**config.mk**
```make
export PLATFORM = sky130hd
export DESIGN_NAME = time_set_ctrl
export DESIGN_NICKNAME = d
export VERILOG_FILES = /design/src/rtl/time_set_ctrl.sv
export SDC_FILE = /design/constraint.sdc
export NUM_CORES = 1
export LEC_CHECK = 0
export BUFFER_PORTS_ARGS = -buffer_cell sky130_fd_sc_hd__buf_4
export CAP_MARGIN = 20
export CORE_MARGIN = 8
export CORE_UTILIZATION = 50
export DETAILED_ROUTE_END_ITERATION = 12
export GPL_ROUTABILITY_DRIVEN = 0
export PLACE_DENSITY = 0.7
export SYNTH_ARGS = -nofsm -noshare
export SYNTH_HDL_FRONTEND = slang
export SYNTH_SLANG_ARGS = --single-unit
```
**constraint.sdc**
```tcl
create_clock -name clk_1s -period 2.62 [get_ports clk_1s]
set_clock_uncertainty 0.2 [all_clocks]
set_input_delay 0.524 -clock clk_1s [delete_from_list [all_inputs] [get_ports clk_1s]]
set_output_delay 0.524 -clock clk_1s [all_outputs]
set_load 0.02 [all_outputs]
```
**src/rtl/time_set_ctrl.sv**
```systemverilog
`default_nettype none
// ============================================================================
// Module   : time_set_ctrl
// Brief    : Button-driven time/alarm entry controller. Turns set/inc/dec
//            push-buttons into a validated BCD hh:mm value and issues a
//            one-cycle LD_time or LD_alarm strobe towards the alarm clock.
//            Edits start from the displayed time (or the last committed
//            alarm) and are abandoned after TIMEOUT idle cycles.
// Revision : 1.0 - initial release
// ============================================================================
module time_set_ctrl #(
  parameter int TIMEOUT    = 30,
  parameter int REPEAT_DLY = 2
) (
  input  logic       clk_1s,
  input  logic       reset,
  input  logic       btn_set,
  input  logic       btn_inc,
  input  logic       btn_dec,
  input  logic       sel_alarm,
  input  logic [1:0] cur_H1,
  input  logic [3:0] cur_H0,
  input  logic [3:0] cur_M1,
  input  logic [3:0] cur_M0,
  output logic [1:0] H_in1,
  output logic [3:0] H_in0,
  output logic [3:0] M_in1,
  output logic [3:0] M_in0,
  output logic       LD_time,
  output logic       LD_alarm,
  output logic       editing,
  output logic [1:0] field
);

  // Idle counter only needs to hold 0 .. TIMEOUT-1; the repeat counter
  // saturates at REPEAT_DLY.
  localparam int IDLE_W = (TIMEOUT < 3) ? 1 : $clog2(TIMEOUT);
  localparam int REP_W  = (REPEAT_DLY < 2) ? 1 : $clog2(REPEAT_DLY + 1);

  localparam logic [IDLE_W-1:0] c_idle_last = IDLE_W'(TIMEOUT - 1);
  localparam logic [REP_W-1:0]  c_rep_sat   = REP_W'(REPEAT_DLY);

  localparam logic [1:0] c_field_none = 2'b00;
  localparam logic [1:0] c_field_hour = 2'b01;
  localparam logic [1:0] c_field_min  = 2'b10;

  typedef enum logic [1:0] {
    S_IDLE     = 2'd0,
    S_EDIT_HR  = 2'd1,
    S_EDIT_MIN = 2'd2,
    S_COMMIT   = 2'd3
  } state_t;

  state_t            r_state;

  // Button history and auto-repeat bookkeeping
  logic              r_set_q;
  logic              r_inc_q;
  logic              r_dec_q;
  logic [REP_W-1:0]  r_rep_cnt;
  logic [IDLE_W-1:0] r_idle_cnt;

  // Edit buffer, commit target and alarm shadow
  logic              r_target;
  logic [1:0]        r_buf_h1;
  logic [3:0]        r_buf_h0;
  logic [3:0]        r_buf_m1;
  logic [3:0]        r_buf_m0;
  logic [1:0]        r_sh_h1;
  logic [3:0]        r_sh_h0;
  logic [3:0]        r_sh_m1;
  logic [3:0]        r_sh_m0;

  // Decoded button events
  logic              w_set_edge;
  logic              w_inc_act;
  logic              w_dec_act;
  logic              w_up;
  logic              w_dn;
  logic              w_step;

  // Entry source after selection
  logic [1:0]        w_src_h1;
  logic [3:0]        w_src_h0;
  logic [3:0]        w_src_m1;
  logic [3:0]        w_src_m0;
  logic              w_src_ok;

  // Buffer value after one +/-1 step on the active field
  logic [1:0]        w_hr_h1;
  logic [3:0]        w_hr_h0;
  logic [3:0]        w_mn_m1;
  logic [3:0]        w_mn_m0;

  // Turn button levels into actions; pressing inc and dec together cancels out
  always_comb begin
    w_set_edge = btn_set & ~r_set_q;
    w_inc_act  = btn_inc & (~r_inc_q | (r_rep_cnt >= c_rep_sat));
    w_dec_act  = btn_dec & (~r_dec_q | (r_rep_cnt >= c_rep_sat));
    w_up       = w_inc_act & ~btn_dec;
    w_dn       = w_dec_act & ~btn_inc;
    w_step     = w_up | w_dn;
  end

  // Pick the entry source and reject anything that is not a legal hh:mm
  always_comb begin
    w_src_h1 = sel_alarm ? r_sh_h1 : cur_H1;
    w_src_h0 = sel_alarm ? r_sh_h0 : cur_H0;
    w_src_m1 = sel_alarm ? r_sh_m1 : cur_M1;
    w_src_m0 = sel_alarm ? r_sh_m0 : cur_M0;
    w_src_ok = (w_src_h0 <= 4'd9) && (w_src_m1 <= 4'd5) && (w_src_m0 <= 4'd9) &&
               ((w_src_h1 < 2'd2) || ((w_src_h1 == 2'd2) && (w_src_h0 <= 4'd3)));
  end

  // Digit-wise BCD hour step with 23 <-> 00 wrap
  always_comb begin
    w_hr_h1 = r_buf_h1;
    w_hr_h0 = r_buf_h0;
    if (w_up) begin
      if ((r_buf_h1 == 2'd2) && (r_buf_h0 == 4'd3)) begin
        w_hr_h1 = 2'd0;
        w_hr_h0 = 4'd0;
      end else if (r_buf_h0 == 4'd9) begin
        w_hr_h1 = r_buf_h1 + 2'd1;
        w_hr_h0 = 4'd0;
      end else begin
        w_hr_h0 = r_buf_h0 + 4'd1;
      end
    end else if (w_dn) begin
      if ((r_buf_h1 == 2'd0) && (r_buf_h0 == 4'd0)) begin
        w_hr_h1 = 2'd2;
        w_hr_h0 = 4'd3;
      end else if (r_buf_h0 == 4'd0) begin
        w_hr_h1 = r_buf_h1 - 2'd1;
        w_hr_h0 = 4'd9;
      end else begin
        w_hr_h0 = r_buf_h0 - 4'd1;
      end
    end
  end

  // Digit-wise BCD minute step with 59 <-> 00 wrap
  always_comb begin
    w_mn_m1 = r_buf_m1;
    w_mn_m0 = r_buf_m0;
    if (w_up) begin
      if (r_buf_m0 == 4'd9) begin
        w_mn_m0 = 4'd0;
        w_mn_m1 = (r_buf_m1 == 4'd5) ? 4'd0 : (r_buf_m1 + 4'd1);
      end else begin
        w_mn_m0 = r_buf_m0 + 4'd1;
      end
    end else if (w_dn) begin
      if (r_buf_m0 == 4'd0) begin
        w_mn_m0 = 4'd9;
        w_mn_m1 = (r_buf_m1 == 4'd0) ? 4'd5 : (r_buf_m1 - 4'd1);
      end else begin
        w_mn_m0 = r_buf_m0 - 4'd1;
      end
    end
  end

  // Button history plus a hold counter that clears on release and saturates
  always_ff @(posedge clk_1s or posedge reset) begin
    if (reset) begin
      r_set_q   <= 1'b0;
      r_inc_q   <= 1'b0;
      r_dec_q   <= 1'b0;
      r_rep_cnt <= '0;
    end else begin
      r_set_q <= btn_set;
      r_inc_q <= btn_inc;
      r_dec_q <= btn_dec;
      if (btn_inc | btn_dec) begin
        if (r_rep_cnt < c_rep_sat) begin
          r_rep_cnt <= r_rep_cnt + REP_W'(1);
        end
      end else begin
        r_rep_cnt <= '0;
      end
    end
  end

  // Edit state machine: entry, field edits, timeout, commit and strobes
  always_ff @(posedge clk_1s or posedge reset) begin
    if (reset) begin
      r_state    <= S_IDLE;
      r_idle_cnt <= '0;
      r_target   <= 1'b0;
      r_buf_h1   <= 2'd0;
      r_buf_h0   <= 4'd0;
      r_buf_m1   <= 4'd0;
      r_buf_m0   <= 4'd0;
      r_sh_h1    <= 2'd0;
      r_sh_h0    <= 4'd0;
      r_sh_m1    <= 4'd0;
      r_sh_m0    <= 4'd0;
      H_in1      <= 2'd0;
      H_in0      <= 4'd0;
      M_in1      <= 4'd0;
      M_in0      <= 4'd0;
      LD_time    <= 1'b0;
      LD_alarm   <= 1'b0;
      editing    <= 1'b0;
      field      <= c_field_none;
    end else begin
      case (r_state)
        S_IDLE: begin
          if (w_set_edge) begin
            r_target   <= sel_alarm;
            r_buf_h1   <= w_src_ok ? w_src_h1 : 2'd0;
            r_buf_h0   <= w_src_ok ? w_src_h0 : 4'd0;
            r_buf_m1   <= w_src_ok ? w_src_m1 : 4'd0;
            r_buf_m0   <= w_src_ok ? w_src_m0 : 4'd0;
            r_idle_cnt <= '0;
            r_state    <= S_EDIT_HR;
            editing    <= 1'b1;
            field      <= c_field_hour;
          end
        end

        S_EDIT_HR: begin
          if (w_set_edge) begin
            r_idle_cnt <= '0;
            r_state    <= S_EDIT_MIN;
            field      <= c_field_min;
          end else if (w_step) begin
            r_buf_h1   <= w_hr_h1;
            r_buf_h0   <= w_hr_h0;
            r_idle_cnt <= '0;
          end else if (r_idle_cnt == c_idle_last) begin
            r_idle_cnt <= '0;
            r_state    <= S_IDLE;
            editing    <= 1'b0;
            field      <= c_field_none;
          end else begin
            r_idle_cnt <= r_idle_cnt + IDLE_W'(1);
          end
        end

        S_EDIT_MIN: begin
          if (w_set_edge) begin
            // Data and strobe are presented together for exactly one cycle
            r_idle_cnt <= '0;
            r_state    <= S_COMMIT;
            H_in1      <= r_buf_h1;
            H_in0      <= r_buf_h0;
            M_in1      <= r_buf_m1;
            M_in0      <= r_buf_m0;
            LD_time    <= ~r_target;
            LD_alarm   <= r_target;
            editing    <= 1'b0;
            field      <= c_field_none;
          end else if (w_step) begin
            r_buf_m1   <= w_mn_m1;
            r_buf_m0   <= w_mn_m0;
            r_idle_cnt <= '0;
          end else if (r_idle_cnt == c_idle_last) begin
            r_idle_cnt <= '0;
            r_state    <= S_IDLE;
            editing    <= 1'b0;
            field      <= c_field_none;
          end else begin
            r_idle_cnt <= r_idle_cnt + IDLE_W'(1);
          end
        end

        S_COMMIT: begin
          // The alarm clock has no alarm read-back, so keep our own copy
          if (r_target) begin
            r_sh_h1 <= r_buf_h1;
            r_sh_h0 <= r_buf_h0;
            r_sh_m1 <= r_buf_m1;
            r_sh_m0 <= r_buf_m0;
          end
          LD_time    <= 1'b0;
          LD_alarm   <= 1'b0;
          r_idle_cnt <= '0;
          r_state    <= S_IDLE;
        end

        default: begin
          r_idle_cnt <= '0;
          r_state    <= S_IDLE;
          LD_time    <= 1'b0;
          LD_alarm   <= 1'b0;
          editing    <= 1'b0;
          field      <= c_field_none;
        end
      endcase
    end
  end

endmodule
`default_nettype wire

```
Word-level counts from Yosys, hierarchy flattened
Index checks and enable logic that the tools add are counted.
Widths: inputs -> output; s select.
- $mul: 0
- reduce and logical (&&, ||, !) cells: 27
- magnitude comparators: 7
- add/subtract/negate cells: 10
- muxes and demuxes: 74
- bitwise logic cells: 15
- div/mod/pow operators: 0
- eq/ne operators: 23
- shift-type cells: 0
- operators with widths (operator ; count):
    $mux 4 ; 31
    $mux 2 ; 22
    $pmux 4 s2 ; 3
    $mux 5 ; 4
    $pmux 5 s3 ; 1
    $reduce_and 7->1 ; 2
    $add 4x1->4 const B ; 3
    $logic_not 4->1 ; 3
    $ne 2x2->1 const B ; 6
    $ne 3x3->1 const B ; 4
    $sub 4x1->4 const B ; 3
    $reduce_and 2->1 ; 5
    $reduce_and 5->1 ; 2
    $eq 2x2->1 const B ; 4
    $eq 4x4->1 const B ; 2
    $le 4x4->1 const B ; 2
    $ne 4x4->1 const B ; 2
    $pmux 2 s4 ; 1
    $mux 1 ; 7
    $logic_and 1x1->1 ; 6
    $not 1->1 ; 6
    $pmux 2 s3 ; 1
    $reduce_bool 2->1 ; 3
    $add 5x1->5 const B ; 1
    other kinds (21) ; 32
- bits in latches: 0
- bits in read-only memories: 0
- output and inout port bits: 19
- bits in writable memories: 0
- memories kept: 0
- flip-flop bits (word level): 60

Depth between registers and ports, before layout
- depth in word-level cells: 9
- gate-level depth with buffers: 9
- gate-level depth less buffers: 7

Worst setup path after synthesis
OpenSTA, ideal clock, no wires.
- kind: register to register
- start: register r_state[0]
- end: register r_buf_m1[0]
- required time: 2.295 ns
- arrival: 1.909 ns
- setup time: 0.125 ns
- setup slack: 0.386 ns
- path buffers: 1
- cell stages (with the launch flop): 9
- cells stage by stage: dfrtp_1 inv_1 ha_1 buf_2 inv_1 or3_1 o22ai_1 a21bo_4 mux2_4
- cells in the longest elaborated chain, start to end: 3
- elaborated cells on any way between the ends: 11
- those cells by class: 7 x eq/ne; 1 x mux; 3 x reduce/logical
- RTL lines (element ; line ; text):
    start: declaration ; 54 ; state_t r_state;
    start signal: assignment ; 187 ; r_state <= S_IDLE;
    start signal: assignment ; 216 ; r_state <= S_EDIT_HR;
    start signal: assignment ; 225 ; r_state <= S_EDIT_MIN;
    $eq 2x2->1 or $logic_not 2->1 (tied branches) ; 207 ; case (r_state)
    $ne 3x3->1 (no line) (tied with other cells) ; n/a ;
    $reduce_and 7->1 (no line) ; n/a ;
    end signal: assignment ; 213 ; r_buf_m1 <= w_src_ok ? w_src_m1 : 4'd0;
    end signal: assignment ; 255 ; r_buf_m1 <= w_mn_m1;
    end: declaration ; 67 ; logic [3:0] r_buf_m1;
Several ways; a longest one is shown, not always the timed one.
A chain may end at the register's enable or synchronous reset.

Worst setup path after layout
- start: register r_rep_cnt[1]
- end: register r_buf_m1[0]
- cells in the longest elaborated chain, start to end: 8
- elaborated cells on any way between the ends: 17
- those cells by class: 1 x order compare; 4 x eq/ne; 4 x mux; 7 x bitwise; 1 x reduce/logical
- RTL lines (element ; line ; text):
    start: declaration ; 60 ; logic [REP_W-1:0] r_rep_cnt;
    start signal: assignment ; 176 ; r_rep_cnt <= r_rep_cnt + REP_W'(1);
    $ge 2x2->1 (*) ; 98, 99 ;
    $or 1x1->1 ; 98 ; w_inc_act = btn_inc & (~r_inc_q | (r_rep_cnt >= c_rep_sat));
    $and 1x1->1 ; 98 ;
    $and 1x1->1 ; 100 ; w_up = w_inc_act & ~btn_dec;
    $mux 4 ; 146 ; if (w_up) begin
    $mux 4 ; 254 ; end else if (w_step) begin
    $mux 4 ; 242 ; if (w_set_edge) begin
    $pmux 4 s2 ; 207 ;
Mark *: on every way between the ends. The rest lies on a longest branch, timed or not. The select of a mux whose other input is x is not followed.

==> results.py <==
metrics = {
    "outcome": {
        "status": "finished clean",
    },
    "grt": {
        "vias_in_the_first_global_route": 3016,
        "maximum_number_of_pins_on_one_net_before_global_route_repair": 61,
        "grt.total_usage": 0.1832,
        "grt_pass1_wl_mm": 14.75,
        "gr-max-usage-layer": "met2",
        "globalRoute.totalOverflow": 0,
        "globalRouteMet2Util": 0.2824,
        "use_met3": 0.03849,
        "use_met1": 0.2399,
        "antenna_found_initial": 0,
    },
    "synth": {
        "synth.yosys.seq_area_share": 0.4125,
        "yosysMostFrequentCell": "sky130_fd_sc_hd__dfrtp_1",
        "synth_simple_gate_area_share": 0.1788,
        "synth_top_flop_cell": "sky130_fd_sc_hd__dfrtp_1",
        "synth_top_cells_by_area": "sky130_fd_sc_hd__dfrtp_1, sky130_fd_sc_hd__mux2_2, sky130_fd_sc_hd__nand2_1, sky130_fd_sc_hd__ha_1, sky130_fd_sc_hd__o21ai_0",
        "largest_area_contributor_in_the_synthesized_netlist": "sky130_fd_sc_hd__dfrtp_1",
        "register_bit_count_reported_by_yosys": 60,
        "synth_commonest_cells": "sky130_fd_sc_hd__dfrtp_1, sky130_fd_sc_hd__nand2_1, sky130_fd_sc_hd__o21ai_0",
        "synthesis.instances": 392,
        "synth_top_area_frac": 0.4125,
        "avgSynthCellArea_um2": 9.285,
        "syn-cell-area_um2": 3640,
        "post_synth_fa_ha_maj_area_fraction": 0.04813,
        "number_of_synthesized_flops_with_an_enable_pin": 0,
        "async_reset_ff_frac": 1.000,
        "yosys-mux-area-fraction": 0.08835,
        "mappedNetlistNets": 426,
        "synth_top_family_by_area": "compound AO/OA/AOI/OAI gates",
        "synthesized_area_fraction_occupied_by_ao_oa_aoi_and_oai_cells": 0.2131,
        "synth-xor-area-share": 0.007219,
        "ys_types": 63,
        "yosysWarningCount": 0,
    },
    "critical_path": {
        "worstPathRequired_ns": 2.65,
        "cp_cell_sequence": "ha_1 > or3b_1 > a21oi_2 > a21oi_2 > a21bo_4 > mux2_4",
        "timing.critical_path.slowest_cell_delay_ns": 0.50,
        "crit_buf_inv": 0,
        "critical_path_class": "reg2reg",
        "r2r-start": "r_rep_cnt[1]",
        "cp-start-kind": "flip-flop",
        "critical_path_peak_fanout": 8,
        "critical_path.top_delay_family": "compound AO/OA/AOI/OAI gates",
        "crit_arrival_ns": 2.34,
        "critPathSlowestCell": "sky130_fd_sc_hd__or3b_1",
        "timing.critical_path.mode_cell": "sky130_fd_sc_hd__a21oi_2",
        "timing.critical_path.from": "r_rep_cnt[1]",
        "critical_path.endpoint_type": "flip-flop",
    },
    "clock_network": {
        "hold_buffers": 0,
        "cts_root_buffer": "sky130_fd_sc_hd__clkbuf_8",
        "clk-insertion-delay-late_ns": 0.34,
        "numCtsBuffers": 9,
        "clock-sinks": 60,
        "tritoncts": "done",
        "clk_pin_slew_ns": 0.07,
        "ctsHtreeMaxLevel": 3,
        "post_cts_buffers": 0,
        "cts_buffer_depth": 2,
        "postCtsResizedCells": 0,
    },
    "routing": {
        "post_route_drc_violation_count": 0,
        "drt_pass1_iterations": 5,
        "wl_mm": 8.826,
        "first_iter_violations": 224,
        "route.vias.total": 3125,
        "ant_nets": 0,
        "post_drt_via_cell_ratio": 5.841,
        "wire_per_inst_um": 16.50,
    },
    "floorplanning": {
        "floorplan.die.width_um": 101.3,
        "io-pin-count": 39,
        "start_util": 0.5100,
        "die-area_um2": 10270,
        "fp.dieH_um": 101.3,
        "placeableCoreArea_um2": 7137,
        "rows": 31,
    },
    "timing": {
        "fin_setup_tns_ns": 0,
        "tightest_slew_ns": 0.4896,
        "max_freq_ghz": 0.4326,
        "rsz_0062_raised_after_global_routing": "no",
        "final_max_slew_viol_count": 0,
        "post-route-period-util": 0.8823,
        "final_hold_fails": 0,
        "timing.final.crit_period_ns": 2.312,
        "setup_violations": 0,
        "post-route-worst-setup-slack_ns": 0.3083,
        "slew_headroom": 0.6709,
    },
    "cells_and_area": {
        "layout-area-overhead-vs-synth_pct": 17.81,
        "antenna_fix_cells": 0,
        "num-nets-final": 465,
        "drive_gt1_frac": 0.2454,
    },
    "power": {
        "worst_supply_voltage_drop_on_vdd_mv": 0.7106,
        "post-layout-total-power_mw": 4.619,
        "leakagePower_nw": 1.951,
        "powerDensity_nw_per_um2": 1077,
    },
    "placement": {
        "numPortBuffers": 38,
        "place_ws_ns": 0.2701,
        "detailedPlacementHpwl_mm": 6.197,
    },
    "job": {
        "timing.max_cap.violations": 0,
    },
    "worst_hold_path": {
        "hold_path_class": "in2async",
    },
}
-- stage by stage --
| step | cells | area (um2) | hold slack [ns] | utilization |
|---|---|---|---|---|
| after floorplan | 392 | 3640 | 0.2444 | - |
| after global placement | 519 | 4071 | 0.2593 | 0.5705 |
| after detailed placement | 519 | 4071 | 0.2721 | 0.5705 |
| after CTS | 535 | 4288 | 0.06758 | 0.6008 |
| after global routing | 535 | 4288 | 0.08846 | 0.6008 |
| final | 535 | 4288 | 0.06152 | 0.6008 |
-- flip-flops by register name (all words and copies together) (netlist names), 4 cells and up --
| signal | flops |
|---|---|
| r_idle_cnt | 5 |
| H_in0 | 4 |
| M_in0 | 4 |
| M_in1 | 4 |
| r_buf_h0 | 4 |
| r_buf_m0 | 4 |
| r_buf_m1 | 4 |
| r_sh_h0 | 4 |
| r_sh_m0 | 4 |
| r_sh_m1 | 4 |
-- worst min-delay path, cell delays in order --
cell and delay (ns):
sky130_fd_sc_hd__buf_4 0.11, sky130_fd_sc_hd__inv_2 0.06, sky130_fd_sc_hd__buf_12 0.30
-- layout by cell type, fill, tap and decap left out, types with 9 or more instances in the layout --
cell / count
sky130_fd_sc_hd__a21oi_1: 17
sky130_fd_sc_hd__inv_1: 20
sky130_fd_sc_hd__ha_1: 14
sky130_fd_sc_hd__nor2_1: 20
sky130_fd_sc_hd__buf_4: 53
sky130_fd_sc_hd__nand2_1: 47
sky130_fd_sc_hd__clkbuf_8: 10
sky130_fd_sc_hd__o21ai_0: 33
sky130_fd_sc_hd__mux2_2: 21
sky130_fd_sc_hd__dfrtp_1: 60
sky130_fd_sc_hd__nand2b_1: 9
-- worst paths after layout --
check / slack, ns / to / depth (start not counted)
setup / recovery: 0.31 / r_buf_m1[0] / 6
hold / removal: 0.06 / r_buf_h0[1] / 3
setup reg to reg: 0.31 / r_buf_m1[0] / 6
hold reg to reg: 0.28 / M_in1[2] / 2
max in group asynchronous: 1.90 / r_buf_m0[0] / 3
min in group clk_1s: 0.10 / r_set_q / 1
-- power by group --
| part | leakage [nW] | switching, mW | internal, mW | total, mW |
|---|---|---|---|---|
| Clock | 0.113 | 0.369 | 0.557 | 0.926 |
| Combinational | 1.06 | 1.20 | 0.928 | 2.13 |
| Sequential | 0.775 | 0.306 | 1.26 | 1.56 |
| Total | 1.95 | 1.88 | 2.74 | 4.62 |
-- logic make-up (layout without fill, tap and decap cells) --
group / after synthesis / after routing
AOI/OAI and AO/OA: 113 / 113
xor gates and xnor gates: 3 / 3
adders and majority gates: 14 / 14
buffers and inverters: 47 / 91
DFF: 60 / 60
muxes: 29 / 29
and+or+nand+nor: 126 / 126
-- area by class of cell --
| type | instances | area [um2] |
|---|---|---|
| fillers | 652 | 2849 |
| multi-input cells | 285 | 1949 |
| flip-flops and latches | 60 | 1501 |
| repair buffers | 54 | 417.9 |
| clock buffers | 11 | 141.4 |
| well taps | 99 | 123.9 |
| inverters | 21 | 78.83 |
| clock inverters | 5 | 75.07 |
-- metal layers --
metal  wire (um)  vias up
li1            -     1504
met3         582       12
met4         155        0
met2        4015      116
met5           0        -
met1        4072     1493
(Power assumes the default switching activity.)
